## config.mk

```make
export PLATFORM = sky130hd
export DESIGN_NAME = ps2_host_tx
export DESIGN_NICKNAME = d
export VERILOG_FILES = /design/src/rtl/ps2_host_tx.sv
export SDC_FILE = /design/constraint.sdc
export NUM_CORES = 1
export LEC_CHECK = 0
export BUFFER_PORTS_ARGS = -buffer_cell sky130_fd_sc_hd__buf_2
export CORE_MARGIN = 2
export CORE_UTILIZATION = 55
export DETAILED_ROUTE_END_ITERATION = 12
export PLACE_DENSITY = 0.82
export SLEW_MARGIN = 10
export SYNTH_ARGS = -nofsm -noshare
export SYNTH_HDL_FRONTEND = slang
export SYNTH_SLANG_ARGS = --single-unit
```

## constraint.sdc

```tcl
create_clock -name clk -period 4.22 [get_ports clk]
set_clock_uncertainty 0.2 [all_clocks]
set_input_delay 0.844 -clock clk [delete_from_list [all_inputs] [get_ports clk]]
set_output_delay 0.844 -clock clk [all_outputs]
set_load 0.03 [all_outputs]
```

## src/rtl/ps2_host_tx.sv

```systemverilog
// PS/2 host-to-device transmitter: inhibits the bus, issues request-to-send and
// shifts one command byte (LSB first, odd parity, stop) out on device clock edges.
module ps2_host_tx #(
    parameter int unsigned CLK_FREQ_HZ      = 97_500_000,
    parameter int unsigned INHIBIT_US       = 120,
    parameter int unsigned START_TIMEOUT_US = 15000,
    parameter int unsigned FRAME_TIMEOUT_US = 2000,
    parameter int unsigned FILTER_LEN       = 4
) (
    input  logic       clk,
    input  logic       rst,
    input  logic       tx_valid,
    input  logic [7:0] tx_data,
    output logic       tx_ready,
    input  logic       ps2_clk_in,
    input  logic       ps2_data_in,
    output logic       ps2_clk_oe,
    output logic       ps2_data_oe,
    output logic       rx_inhibit,
    output logic       done,
    output logic       err,
    output logic [1:0] err_code
);

    localparam int unsigned TICK_DIV = (CLK_FREQ_HZ / 1_000_000 > 0) ? CLK_FREQ_HZ / 1_000_000 : 1;
    localparam int unsigned TICK_W   = (TICK_DIV > 1) ? $clog2(TICK_DIV) : 1;
    localparam int unsigned TMR_MAX  = (INHIBIT_US > START_TIMEOUT_US) ? INHIBIT_US : START_TIMEOUT_US;
    localparam int unsigned TMR_W    = $clog2(TMR_MAX + 1);
    localparam int unsigned FRM_W    = $clog2(FRAME_TIMEOUT_US + 1);
    localparam int unsigned FLT_W    = (FILTER_LEN > 1) ? $clog2(FILTER_LEN) : 1;

    typedef enum logic [2:0] {
        S_IDLE,
        S_INHIBIT,
        S_REQ,
        S_BITS,
        S_ACK,
        S_WAIT_IDLE,
        S_DONE,
        S_ABORT
    } state_e;

    state_e            state_q, state_d;
    logic [1:0]        clk_sync_q, clk_sync_d;
    logic [1:0]        data_sync_q, data_sync_d;
    logic [FLT_W-1:0]  clk_flt_cnt_q, clk_flt_cnt_d;
    logic [FLT_W-1:0]  data_flt_cnt_q, data_flt_cnt_d;
    logic              clk_filt_q, clk_filt_d;
    logic              data_filt_q, data_filt_d;
    logic              clk_prev_q, clk_prev_d;
    logic [TICK_W-1:0] tick_cnt_q, tick_cnt_d;
    logic [TMR_W-1:0]  tmr_q, tmr_d;
    logic [FRM_W-1:0]  frm_q, frm_d;
    logic [8:0]        shreg_q, shreg_d;
    logic [3:0]        bit_idx_q, bit_idx_d;
    logic              data_oe_q, data_oe_d;
    logic [1:0]        err_code_q, err_code_d;
    logic              tick;
    logic              fall;
    logic              frame_exp;

    always_ff @(posedge clk) begin
        if (!rst) begin
            state_q        <= S_IDLE;
            clk_sync_q     <= '1;
            data_sync_q    <= '1;
            clk_flt_cnt_q  <= '0;
            data_flt_cnt_q <= '0;
            clk_filt_q     <= 1'b1;
            data_filt_q    <= 1'b1;
            clk_prev_q     <= 1'b1;
            tick_cnt_q     <= '0;
            tmr_q          <= '0;
            frm_q          <= '0;
            shreg_q        <= '0;
            bit_idx_q      <= '0;
            data_oe_q      <= 1'b0;
            err_code_q     <= '0;
        end else begin
            state_q        <= state_d;
            clk_sync_q     <= clk_sync_d;
            data_sync_q    <= data_sync_d;
            clk_flt_cnt_q  <= clk_flt_cnt_d;
            data_flt_cnt_q <= data_flt_cnt_d;
            clk_filt_q     <= clk_filt_d;
            data_filt_q    <= data_filt_d;
            clk_prev_q     <= clk_prev_d;
            tick_cnt_q     <= tick_cnt_d;
            tmr_q          <= tmr_d;
            frm_q          <= frm_d;
            shreg_q        <= shreg_d;
            bit_idx_q      <= bit_idx_d;
            data_oe_q      <= data_oe_d;
            err_code_q     <= err_code_d;
        end
    end

    // A line level is accepted only after FILTER_LEN consecutive differing samples.
    always_comb begin
        clk_sync_d     = {clk_sync_q[0], ps2_clk_in};
        data_sync_d    = {data_sync_q[0], ps2_data_in};
        clk_flt_cnt_d  = '0;
        data_flt_cnt_d = '0;
        clk_filt_d     = clk_filt_q;
        data_filt_d    = data_filt_q;
        if (clk_sync_q[1] != clk_filt_q) begin
            if (clk_flt_cnt_q == FLT_W'(FILTER_LEN - 1)) clk_filt_d = clk_sync_q[1];
            else                                        clk_flt_cnt_d = clk_flt_cnt_q + 1'b1;
        end
        if (data_sync_q[1] != data_filt_q) begin
            if (data_flt_cnt_q == FLT_W'(FILTER_LEN - 1)) data_filt_d = data_sync_q[1];
            else                                         data_flt_cnt_d = data_flt_cnt_q + 1'b1;
        end
        clk_prev_d = clk_filt_q;
        fall       = clk_prev_q & ~clk_filt_q;
        tick       = (tick_cnt_q == TICK_W'(TICK_DIV - 1));
        tick_cnt_d = tick ? '0 : tick_cnt_q + 1'b1;
    end

    always_comb begin
        state_d    = state_q;
        shreg_d    = shreg_q;
        bit_idx_d  = bit_idx_q;
        data_oe_d  = data_oe_q;
        err_code_d = err_code_q;
        frm_d      = tick ? frm_q + 1'b1 : frm_q;
        frame_exp  = tick && (frm_q == FRM_W'(FRAME_TIMEOUT_US - 1));
        unique case (state_q)
            S_IDLE: begin
                if (tx_valid) begin
                    shreg_d    = {~^tx_data, tx_data};
                    err_code_d = '0;
                    state_d    = S_INHIBIT;
                end
            end
            // Data goes low one cycle before the clock is released.
            S_INHIBIT: begin
                if (data_oe_q)                                          state_d = S_REQ;
                else if (tick && tmr_q == TMR_W'(INHIBIT_US - 1))       data_oe_d = 1'b1;
            end
            S_REQ: begin
                if (tick && tmr_q == TMR_W'(START_TIMEOUT_US - 1)) begin
                    data_oe_d  = 1'b0;
                    err_code_d = 2'b01;
                    state_d    = S_ABORT;
                end else if (fall) begin
                    data_oe_d = ~shreg_q[0];
                    bit_idx_d = 4'd1;
                    frm_d     = '0;
                    state_d   = S_BITS;
                end
            end
            S_BITS: begin
                if (frame_exp) begin
                    data_oe_d  = 1'b0;
                    err_code_d = 2'b10;
                    state_d    = S_ABORT;
                end else if (fall) begin
                    if (bit_idx_q == 4'd9) begin
                        data_oe_d = 1'b0;
                        state_d   = S_ACK;
                    end else begin
                        data_oe_d = ~shreg_q[bit_idx_q];
                        bit_idx_d = bit_idx_q + 1'b1;
                    end
                end
            end
            S_ACK: begin
                if (frame_exp) begin
                    err_code_d = 2'b10;
                    state_d    = S_ABORT;
                end else if (fall) begin
                    if (!data_filt_q) begin
                        state_d = S_WAIT_IDLE;
                    end else begin
                        err_code_d = 2'b11;
                        state_d    = S_ABORT;
                    end
                end
            end
            S_WAIT_IDLE: begin
                if (frame_exp) begin
                    err_code_d = 2'b10;
                    state_d    = S_ABORT;
                end else if (clk_filt_q && data_filt_q) begin
                    state_d = S_DONE;
                end
            end
            S_DONE:  state_d = S_IDLE;
            S_ABORT: state_d = S_IDLE;
            default: state_d = S_IDLE;
        endcase
        tmr_d = (state_d != state_q) ? '0 : (tick ? tmr_q + 1'b1 : tmr_q);
    end

    always_comb begin
        tx_ready    = (state_q == S_IDLE);
        rx_inhibit  = (state_q != S_IDLE);
        ps2_clk_oe  = (state_q == S_INHIBIT);
        ps2_data_oe = data_oe_q;
        done        = (state_q == S_DONE);
        err         = (state_q == S_ABORT);
        err_code    = err_code_q;
    end

endmodule

```

Yosys cells after proc, flatten, opt, wreduce, memory -nomap -nowiden
Cells that the tools add are included.
- $add $sub $neg: 6
- $lt $le $gt $ge: 1
- equal/unequal tests: 29
- bitwise logic cells: 7
- reductions and logical operators: 22
- mux-type cells: 40
- operators with widths (kind ; count):
    2-to-1 mux 11 bit ; 4
    2-to-1 mux 3 bit ; 11
    one-hot mux 3 bit (7 select lines) ; 1
    2-to-1 mux 4 bit ; 5
    adder 14 x 1 -> 14 bit (second input constant) ; 1
    == test 14 bit (second input constant) ; 1
    == test 14 x 7 -> 1 bit (second input constant) ; 1
    2-to-1 mux 2 bit ; 7
    inequality test 2 bit (second input constant) ; 7
    == test 3 bit (second input constant) ; 4
    inequality test 3 bit (second input constant) ; 4
    AND reduction 6 bit ; 2
    adder 11 x 1 -> 11 bit (second input constant) ; 1
    == test 11 bit (second input constant) ; 1
    2-to-1 mux 1 bit ; 8
    one-hot mux 2 bit (4 select lines) ; 1
    one-hot mux 4 bit (2 select lines) ; 1
    OR reduction 2 bit ; 4
    XNOR reduction 8 bit ; 1
    adder 7 x 1 -> 7 bit (second input constant) ; 1
    == test 7 bit (second input constant) ; 1
    == test 3 x 2 -> 1 bit (second input constant) ; 2
    NOT 1 bit ; 6
    AND reduction 2 bit ; 3
    19 further kinds ; 27
- flip-flop bits (word level): 62
- output and inout bits: 8
- bits of input ports: 13
- word-level logic and storage cells: 120

Longest topological paths before layout
Gate-level depths: netlist of run 1.
- depth after elaboration: 7
- gate-level depth with buffers: 9

Worst setup path before layout of run 1
OpenSTA, ideal clock, no wires.
- path kind: register -> output
- start point: reg state_q[0]
- end point: out ps2_clk_oe
- data required time: 3176 ps
- buffers on the path: 1
- arrival: 1275 ps
- cell stages (with the launch flop): 4
- slack: 1901 ps
- path through: dfxtp_1 -> buf_2 -> inv_1 -> nor3_1
- word-level cells in the longest chain between the ends: 1
- RTL lines (item ; RTL line ; RTL):
    start: declaration ; 43 ; state_e state_q, state_d;
    start signal: assignment ; 80 ; state_q <= state_d;
    == test 3 x 1 -> 1 bit ; 199 ; ps2_clk_oe = (state_q == S_INHIBIT);
    end: declaration ; 17 ; output logic ps2_clk_oe,
No other way between the ends.

Final worst setup path of run 1
Ends and elaborated chain as after synthesis.

==> key figures, run 1 <==
Run status
  • Status: finished, final reports clean

Finish
  • Final Util: between 60 and 70%
  • Most common cell after layout, fill and taps aside: dfxtp_1
  • Most frequent cells in the layout: 62 x dfxtp_1, 45 x nand2_1, 34 x nor2_1
  • Nets: approximately 390
  • Layout cell share with drive strength beyond 1: between 15 and 20%
  • ANT cells: 0
  • Finished Cell Area: 3496 µm²
  • Layout overhead on the synthesized area: 10.79%

Timing
  • Slew HR: a little under a third
  • Setup TNS: 0 ps
  • Hold_ws: about 230 ps
  • Fin crit period: just under 3000 ps
  • Worst-margin pin slew: 1019 ps
  • FMAX: approximately 340 MHz
  • Unrepaired setup endpoints after global routing: false
  • Final Hold Vio Count: 0
  • Final setup violation count: 0
  • Final Cycle Share: 70.18%
  • Slew Limit Fails: 0

Clocking
  • CTS clk-pin slew, worst paths: roughly 70 ps
  • Worst skew pair latency: 340 ps
  • CTS buffer count: 9
  • H-tree Lvls: 3
  • Hold buffers post-CTS: 0
  • TritonCTS clock tree: built
  • CTS-repair resized insts: 0
  • Root Buffer: clkbuf_8
  • Clk sink count: 62
  • Max clock buf depth: 2
  • Setup bufs post-CTS: 0

Critical path
  • Critical path type: reg2out
  • Flop-to-flop setup slack: 1260 ps
  • Setup crit end kind: output pin
  • Startpoint Class: flip-flop
  • CP arrival: 1920 ps
  • Worst Path Required: about 3200 ps
  • Maximum fanout along the worst path: 19

GRT
  • Initial antenna violation count: 0
  • Maximum number of pins on one net before global-route repair: 20
  • Gr usage total: 20.54%
  • Grt ovf: 0
  • Vias in the first global route: between 2k and 2.5k
  • Global-route wire length before repair: a little over 10000 µm

Floorplan
  • Die width: about 80 µm
  • Die Area: between 6000 and 7000 µm²
  • Row count: 27
  • DIE HEIGHT: 79.75 µm
  • Initial Util: 56.96%
  • Core Region: around 5500 µm²
  • # IOs: 21

Min path
  • Worst Hold Class: reg2reg

Synthesis
  • Synth warnings: 0
  • Mapped Cells: 350
  • Post-synth top area cell: dfxtp_1
  • Asr flop ratio synth: 0%
  • Synth top area share: between 30% and 40%
  • Number of synthesized flops with an enable pin: 0
  • Synth area leaders: dfxtp_1 39%, nand2_1 5.4%, xnor2_1 5.0%
  • Synth cell types: 58
  • Ys flop type: dfxtp_1
  • Synth Register Bits: between 60 and 70
  • Mapped Nets: around 370
  • Seq/Total Area, Yosys: between 30% and 40%
  • Syn Std Cell Area: 3156 µm²
  • Syn_area_per_cell: 9.016 µm²

Detailed routing
  • DRT iter0 DRCs: between 200 and 250
  • DRT Wirelength: approximately 5900 µm
  • Drt wl/cell: between 10 and 15 µm
  • Vias/cell: 5.603
  • Routed vias: between 2k and 3k
  • # DRC: 0
  • Post-detailed-route count of antenna-violating nets: 0
  • Initial DRT Pass Iterations: 4

Pwr
  • NetSw: between 0.3 and 0.4 mW
  • Power Internal: 0.9524 mW
  • Power per standard cell area: 366.2 nW/µm²
  • Clk pwr share: 40.7%
  • Total chip power: ~1.3 mW
  • Switching part of the total: about a quarter
  • Reg power frac: between 40% and 50%
  • Logic pwr share: a little over a tenth
  • Worst vdd rail ir drop: approximately 0.00018 V
  • Static Leak: around 1.3 nW

Place
  • Routability cong.: between 0.8 and 0.9
  • Port bufs: 20
  • DP HPWL: between 4000 and 5000 µm
  • Placed Area: ~3300 µm²

Flow run
  • Max-Cap Viols: 0
synthesized netlist by cell type, types with 3 or more instances:
library cell   n
nand2b_1       7
xor2_1        18
nor3_2        11
and2_1         3
nor3_1        13
nor4_1         4
inv_1          9
o21ai_0        5
xnor2_1       18
nand4_1        7
clkbuf_1       6
buf_2          4
and3_1         6
nand2_1       45
mux2i_1        6
nand3_1       12
a21oi_1       18
nor2_1        34
ha_1           8
dfxtp_1       62
o21ai_1        3
nor4b_1        3
nor2b_1        5
stage by stage:
| stage | cells | worst slack [ps] |
|---|---|---|
| 3_3_place_gp | 432 | 1317 |
| 4_1_cts | 448 | 1276 |
| 2_1_floorplan | 350 | 1901 |
| 5_1_grt | 448 | 1039 |
| 3_5_place_dp | 432 | 1321 |
| 6_report | 448 | 1258 |
flip-flops by register name, summed over array words and instances (netlist names):
name,count
tmr_q,14
clk_flt_cnt_q,2
clk_sync_q,2
clk_prev_q,1
frm_q,11
data_filt_q,1
tick_cnt_q,7
err_code,2
clk_filt_q,1
state_q,3
shreg_q,9
data_sync_q,2
data_flt_cnt_q,2
ps2_data_oe,1
bit_idx_q,4
critical path, cell delays in order (launching register included):
cell and delay (ps):
dfxtp_1 750, inv_1 310, nor3_1 280, buf_2 240
area by class of cell:
type	count	area [µm²]
fillers	469	2044
multi-input cells	266	1812
flip-flops and latches	62	1241
clock buffers	12	155.1
repair buffers	22	115.1
well taps	72	90.09
clock inverters	4	45.04
inverters	10	37.54
power groups by stage:
stage | combinational (mW) | clock, mW | sequential, mW
floorplan | 0.120 | 0 | 0.625
global placement | 0.136 | 0 | 0.632
detailed placement | 0.138 | 0 | 0.633
CTS | 0.139 | 0.532 | 0.620
global route | 0.154 | 0.557 | 0.622
finish | 0.139 | 0.521 | 0.620
cell families after synthesis:
group,synth area share (%)
adder cells (fa/ha/maj),3.172
XOR/XNOR,9.992
AND/OR/NAND/NOR,30.29
AO/OA/AOI/OAI,9.834
multiplexers,4.124
buffers and inverters,3.251
flip-flops,39.33
routing by layer:
metal / vias to the layer above / routed length [µm] / GRT usage, %
met1: 1176 / 2781 / 24.77
met2: 60 / 2773 / 33.03
met5: - / 0 / 0
li1: 1264 / - / -
met4: 0 / 115 / 11.02
met3: 10 / 271 / 5.882
final timing paths:
kind                                from                          end  depth (start not counted)
min          clk_flt_cnt_q[0]$_SDFF_PP0_  clk_flt_cnt_q[0]$_SDFF_PP0_                          1
min reg2reg  clk_flt_cnt_q[0]$_SDFF_PP0_  clk_flt_cnt_q[0]$_SDFF_PP0_                          1
max reg2reg        state_q[0]$_SDFF_PN0_        tmr_q[0]$_SDFFE_PP0N_                          5
max                state_q[0]$_SDFF_PN0_                   ps2_clk_oe                          3
Power figures use the tool's default switching activity.
==> run 2, diff against run 1 <==
==> constraint.sdc (replaced) <==
create_clock -name clk -period 3.04 [get_ports clk]
set_clock_uncertainty 0.2 [all_clocks]
set_input_delay 0.608 -clock clk [delete_from_list [all_inputs] [get_ports clk]]
set_output_delay 0.608 -clock clk [all_outputs]
set_load 0.03 [all_outputs]
==> run 2 against run 1 <==
  * Clock power is 28% higher
  * Via count is 1.5% higher
  * Count of clock-buffer cells in the layout is 1 lower
  * Critical endpoint unchanged
==> key figures, run 2 (synthesized netlist as in run 1, its figures left out) <==
Critical path
  • Crit path from: state_q[0]$_SDFF_PN0_
  • Worst Path Required: 2230 ps (-950 ps)
  • Critical path type: reg2out
  • CP delay by family, top: flip-flops
  • R2R Path End: tmr_q[0]$_SDFFE_PP0N_
  • Maximum fanout along the worst path: 19 (unchanged)
  • Worst r2r path cells: 6 (+1)
  • CP arrival: 1840 ps (-80 ps)
  • Flop-to-flop setup slack: 530 ps (-730 ps)
  • Slowest stage delay, CP: 720 ps (-30 ps)
  • CP cell instances: inv_1, nor3_1, buf_2
  • Startpoint Class: flip-flop
  • Buffer and inverter count on the worst path: 2 (unchanged)
  • Slowest CP cell: dfxtp_1
  • FF-to-FF Start: state_q[0]$_SDFF_PN0_
  • Setup crit end kind: output pin

Detailed routing
  • Drt wl/cell: 13.77 µm (+3.8%)
  • Routed vias: 2547 (+1.5%)
  • DRT Wirelength: 6195 µm (+4.3%)
  • # DRC: 0 (unchanged)
  • Post-detailed-route count of antenna-violating nets: 0 (unchanged)
  • Vias/cell: 5.660 (+1.0%)
  • Initial DRT Pass Iterations: 5 (+1)
  • DRT iter0 DRCs: 283 (+28%)

Pwr
  • Total chip power: 1.731 mW (+35%)
  • Static Leak: 1.348 nW (about the same)
  • Power per standard cell area: 495.8 nW/µm² (+35%)
  • Worst vdd rail ir drop: 0.0002782 V (+54%)

Place
  • DP HPWL: 4489 µm (+6.3%)
  • Routability cong.: 0.9052 (+10%)
  • Placed Area: 3311 µm² (+0.46%)
  • Pre-CTS setup slack: 573.8 ps (-747.3 ps)
  • Placed Instances: 434 (+0.46%)
  • Port bufs: 20 (unchanged)

Timing
  • Final Cycle Share: ~87%
  • Setup TNS: 0 ps (unchanged)
  • Slew HR: 58.20% (+27 points)
  • Unrepaired setup endpoints after global routing: false
  • Final Hold Vio Count: 0 (unchanged)
  • Final setup violation count: 0 (unchanged)
  • Slew Limit Fails: 0 (unchanged)
  • Setup ws final: 391.7 ps (-866.8 ps)
  • Fin crit period: ~2600 ps
  • FMAX: 377.6 MHz
  • Worst-margin pin slew: 626.2 ps (-392.8 ps)
  • Hold_ws: 210.2 ps (-15.57 ps)

Finish
  • Final cell count without fillers: 450 (+0.45%)
  • Most flops, register: tmr_q
  • Final Util: 63.03% (-0.068 points)
  • Largest register FFs: 14 (unchanged)
  • Most common cell after layout, fill and taps aside: dfxtp_1
  • ANT cells: 0 (unchanged)
  • Nets: 394 (+0.51%)
  • Most frequent cells in the layout: 62 x dfxtp_1, 45 x nand2_1, 34 x nor2_1
  • Layout overhead on the synthesized area: 10.67%
  • Largest regs: tmr_q (14), frm_q (11), shreg_q (9)
  • Finished Cell Area: 3492 µm² (-0.11%)
  • Layout cell share with drive strength beyond 1: 17.46% (+0.17 points)

Clocking
  • CTS clk-pin slew, worst paths: 70 ps (about the same)
  • CTS buffer count: 9 (unchanged)
  • Setup bufs post-CTS: 0 (unchanged)
  • Worst skew pair latency: 340 ps (about the same)
  • Root Buffer: clkbuf_8
  • Max clock buf depth: 2 (unchanged)
  • Clk sink count: 62 (unchanged)
  • H-tree Lvls: 3 (unchanged)
  • Hold buffers post-CTS: 0 (unchanged)
  • TritonCTS clock tree: built
  • CTS-repair resized insts: 0 (unchanged)

Min path
  • Worst Hold Class: reg2reg
  • Min-delay src: clk_sync_q[0]$_SDFF_PN1_
  • Hold Path Sink: clk_sync_q[1]$_SDFF_PN1_
  • Hold-critical path depth: 1 (unchanged)

GRT
  • Grt ovf: 0 (unchanged)
  • Vias in the first global route: 2375 (-0.54%)
  • Maximum number of pins on one net before global-route repair: 20 (unchanged)
  • Initial antenna violation count: 0 (unchanged)
  • Global-route wire length before repair: 10120 µm (-0.81%)
  • Gr usage total: 20.33% (-0.21 points)

Flow run
  • Max-Cap Viols: 0 (unchanged)

Run status
  • Status: finished, final reports clean

Floorplan
  • Core Region: 5540 µm² (unchanged)
  • # IOs: 21 (unchanged)
  • DIE HEIGHT: 79.75 µm (unchanged)
  • Die width: 79.75 µm (unchanged)
  • Initial Util: 56.96% (unchanged)
  • Die Area: 6359 µm² (unchanged)
  • Row count: 27 (unchanged)
==> run 2: changes by cell type in the layout (fill, tap and decap cells not counted) <==
| cell | before | now |
|---|---|---|
| clkbuf_1 | 1 | 2 |
| buf_4 | 2 | 4 |
| clkbuf_8 | 11 | 9 |
| clkinv_2 | 3 | 4 |
==> run 2: report_power, final <==
part           internal [mW]  leakage, nW  switching [mW]
clock                  0.373       0.0968           0.296
combinational         0.0737        0.748           0.128
sequential             0.836        0.503          0.0253
==> run 2: how the worst max path moves through the flow <==
stage / to / slack, ps / cells past startpoint
5_1_grt: ps2_clk_oe / 220 / 3
2_1_floorplan: tmr_q[10]$_SDFFE_PP0N_ / 840 / 8
3_3_place_gp: tmr_q[11]$_SDFFE_PP0N_ / 490 / 6
4_1_cts: ps2_clk_oe / 380 / 3
3_5_place_dp: tmr_q[11]$_SDFFE_PP0N_ / 570 / 6
6_report: ps2_clk_oe / 390 / 3
==> run 2: layout make-up <==
cell class | instances | area [µm²]
Sequential cell | 62 | 1241
Inverter | 10 | 37.54
Multi-Input combinational cell | 266 | 1812
Tap cell | 72 | 90.09
Fill cell | 459 | 2048
Timing Repair Buffer | 24 | 130.1
Clock inverter | 5 | 50.05
Clock buffer | 11 | 131.4
==> run 2: metal layers <==
layer	vias to the layer above	wire length [µm]	global-route usage, %	part of all wire (%)
li1	1268	-	-	-
met1	1196	2814	24.59	45
met2	69	2949	32.77	48
met3	14	317	6.561	5.1
met4	0	114	9.492	1.8
met5	-	0	0	0
==> run 3, diff against run 2 <==
--- a/config.mk
+++ b/config.mk
@@ -6,7 +6,6 @@
 export NUM_CORES = 1
 export LEC_CHECK = 0
 export BUFFER_PORTS_ARGS = -buffer_cell sky130_fd_sc_hd__buf_2
-export CORE_MARGIN = 2
 export CORE_UTILIZATION = 55
 export DETAILED_ROUTE_END_ITERATION = 12
 export PLACE_DENSITY = 0.82
==> run 3 against run 2 <==
  * Via count shrank 0.63%
  * Critical path type unchanged
  * Highest routed layer unchanged
  * Die area shrank 5.0%
  * Total power shrank 2.5%
  * Sequential share of layout area grew 0.13 points
  * Cell area shrank 0.36%
  * Clock power shrank 7.2%
  * Worst setup slack gained 22 ps
  * Sequential power is essentially flat
  * Combinational power grew 3%
  * Final cell count shrank 0.44%
  * Routed wire length grew 1.4%
  * Non-clock buffer count grew 1
==> key figures, run 3 (synthesized netlist as in run 1, its figures left out) <==
Detailed routing
  • Vias/cell: 5.650 (-0.18%)
  • Drt wl/cell: 14.02 µm (+1.8%)
  • DRT Wirelength: 6281 µm (+1.4%)
  • Post-detailed-route count of antenna-violating nets: 0 (unchanged)
  • Routed vias: 2531 (-0.63%)
  • DRT iter0 DRCs: 190 (-33%)
  • Initial DRT Pass Iterations: 4 (-1)
  • # DRC: 0 (unchanged)

Timing
  • Final Hold Vio Count: 0 (unchanged)
  • Fin crit period: 2627 ps (-21.64 ps)
  • Worst-margin pin slew: 618.4 ps (-7.776 ps)
  • Final Cycle Share: 86.40% (-0.71 points)
  • Slew Limit Fails: 0 (unchanged)
  • FMAX: 380.7 MHz (+0.82%)
  • Setup TNS: 0 ps (unchanged)
  • Unrepaired setup endpoints after global routing: false
  • Slew HR: 58.72% (+0.52 points)
  • Final setup violation count: 0 (unchanged)

Critical path
  • Setup crit end kind: output pin
  • Maximum fanout along the worst path: 19 (unchanged)
  • Critical path type: reg2out
  • Flop-to-flop setup slack: 430 ps (-100 ps)
  • CP arrival: 1820 ps (-20 ps)
  • Startpoint Class: flip-flop
  • Worst Path Required: 2230 ps (about the same)

Floorplan
  • Die Area: 6044 µm² (-5.0%)
  • Core Region: 5507 µm² (-0.61%)
  • DIE HEIGHT: 77.75 µm (-2.5%)
  • Row count: 27 (unchanged)
  • Initial Util: 57.31% (+0.35 points)
  • Die width: 77.75 µm (-2.5%)
  • # IOs: 21 (unchanged)

Finish
  • Finished Cell Area: 3480 µm² (-0.36%)
  • Most flops, register: tmr_q
  • Most common cell after layout, fill and taps aside: dfxtp_1
  • Largest register FFs: 14 (unchanged)
  • Most frequent cells in the layout: 62 x dfxtp_1, 45 x nand2_1, 34 x nor2_1
  • Layout cell share with drive strength beyond 1: 17.55% (+0.093 points)
  • ANT cells: 0 (unchanged)
  • Largest regs: tmr_q (14), frm_q (11), shreg_q (9)
  • Final Util: 63.19% (+0.16 points)
  • Nets: 395 (+0.25%)
  • Layout overhead on the synthesized area: 10.27%

GRT
  • Initial antenna violation count: 0 (unchanged)
  • Gr usage total: 22.58% (+2.2 points)
  • Maximum number of pins on one net before global-route repair: 20 (unchanged)
  • Global-route wire length before repair: 10640 µm (+5.1%)
  • Vias in the first global route: 2365 (-0.42%)
  • Grt ovf: 0 (unchanged)

Clocking
  • CTS buffer count: 9 (unchanged)
  • CTS clk-pin slew, worst paths: 80 ps (about the same)
  • H-tree Lvls: 3 (unchanged)
  • TritonCTS clock tree: built
  • Root Buffer: clkbuf_8
  • Hold buffers post-CTS: 0 (unchanged)
  • Max clock buf depth: 2 (unchanged)
  • CTS-repair resized insts: 0 (unchanged)
  • Worst skew pair latency: 340 ps (about the same)
  • Setup bufs post-CTS: 0 (unchanged)
  • Clk sink count: 62 (unchanged)

Pwr
  • Static Leak: 1.343 nW (-0.38%)
  • Clk pwr share: 36.8% (-1.8 points)
  • Switching part of the total: 26.92% (+0.99 points)
  • Power per standard cell area: 485.2 nW/µm² (-2.1%)
  • Power Internal: 1.234 mW (-3.8%)
  • Reg power frac: 51.0% (+1.3 points)
  • NetSw: 0.4544 mW (+1.2%)
  • Total chip power: 1.688 mW (-2.5%)
  • Worst vdd rail ir drop: 0.0003346 V (+20%)
  • Logic pwr share: 12.2% (+0.6 points)

Place
  • Routability cong.: 0.9478 (+4.7%)
  • DP HPWL: 4430 µm (-1.3%)
  • Port bufs: 20 (unchanged)
  • Placed Area: 3318 µm² (+0.23%)

Min path
  • Worst Hold Class: reg2reg

Flow run
  • Max-Cap Viols: 0 (unchanged)

Run status
  • Status: finished, final reports clean
## run 3: changes by cell type in the layout (fill, tap and decap cells not counted)
cell / before / now
clkbuf_1: 2 / 0
clkbuf_8: 9 / 11
clkinv_2: 4 / 2
buf_4: 4 / 5
bufinv_16: 1 / 0
## run 3: metal layers
layer | global-route usage [%] | share of wire, % | vias to the layer above | wire (µm)
li1 | - | - | 1276 | -
met1 | 28.77 | 46 | 1183 | 2900
met4 | 9.434 | 1.6 | 0 | 101
met3 | 6.471 | 4.9 | 9 | 306
met2 | 35.58 | 47 | 63 | 2973
met5 | 0 | 0 | - | 0
## run 3: through the flow
step / hold slack [ps] / setup slack (ps) / std cells
after floorplan: 186.3 / 836.2 / 350
after global placement: 187.1 / 465.6 / 435
after detailed placement: 193.7 / 473.8 / 435
after CTS: 208.7 / 398.6 / 448
after global routing: 227.7 / 249.5 / 448
final: 206.6 / 413.3 / 448
## run 3: path summary, 6_finish.rpt
kind | depth (start not counted) | start | to
setup / recovery | 3 | state_q[0]$_SDFF_PN0_ | ps2_clk_oe
setup reg to reg | 6 | state_q[0]$_SDFF_PN0_ | tmr_q[0]$_SDFFE_PP0N_
hold / removal | 1 | clk_sync_q[0]$_SDFF_PN1_ | clk_sync_q[1]$_SDFF_PN1_
hold reg to reg | 1 | clk_sync_q[0]$_SDFF_PN1_ | clk_sync_q[1]$_SDFF_PN1_
## run 3: area by class of cell
class / count / area, µm²
well taps: 72 / 90.09
multi-input cells: 266 / 1812
clock buffers: 11 / 151.4
clock inverters: 2 / 10.01
fillers: 457 / 2027
inverters: 10 / 37.54
repair buffers: 25 / 137.6
flip-flops and latches: 62 / 1241
## run 3: worst max-delay path, stage by stage, from the launching register on
cell	delay [ps]
dfxtp_1	710
inv_1	310
nor3_1	230
buf_2	220
## run 3: power groups by stage
stage	clock [mW]	combinational, mW	sequential [mW]
6_report	0.621	0.207	0.861
5_1_grt	0.674	0.223	0.864
4_1_cts	0.626	0.206	0.860
3_5_place_dp	0	0.205	0.878
3_3_place_gp	0	0.201	0.878
2_1_floorplan	0	0.167	0.867
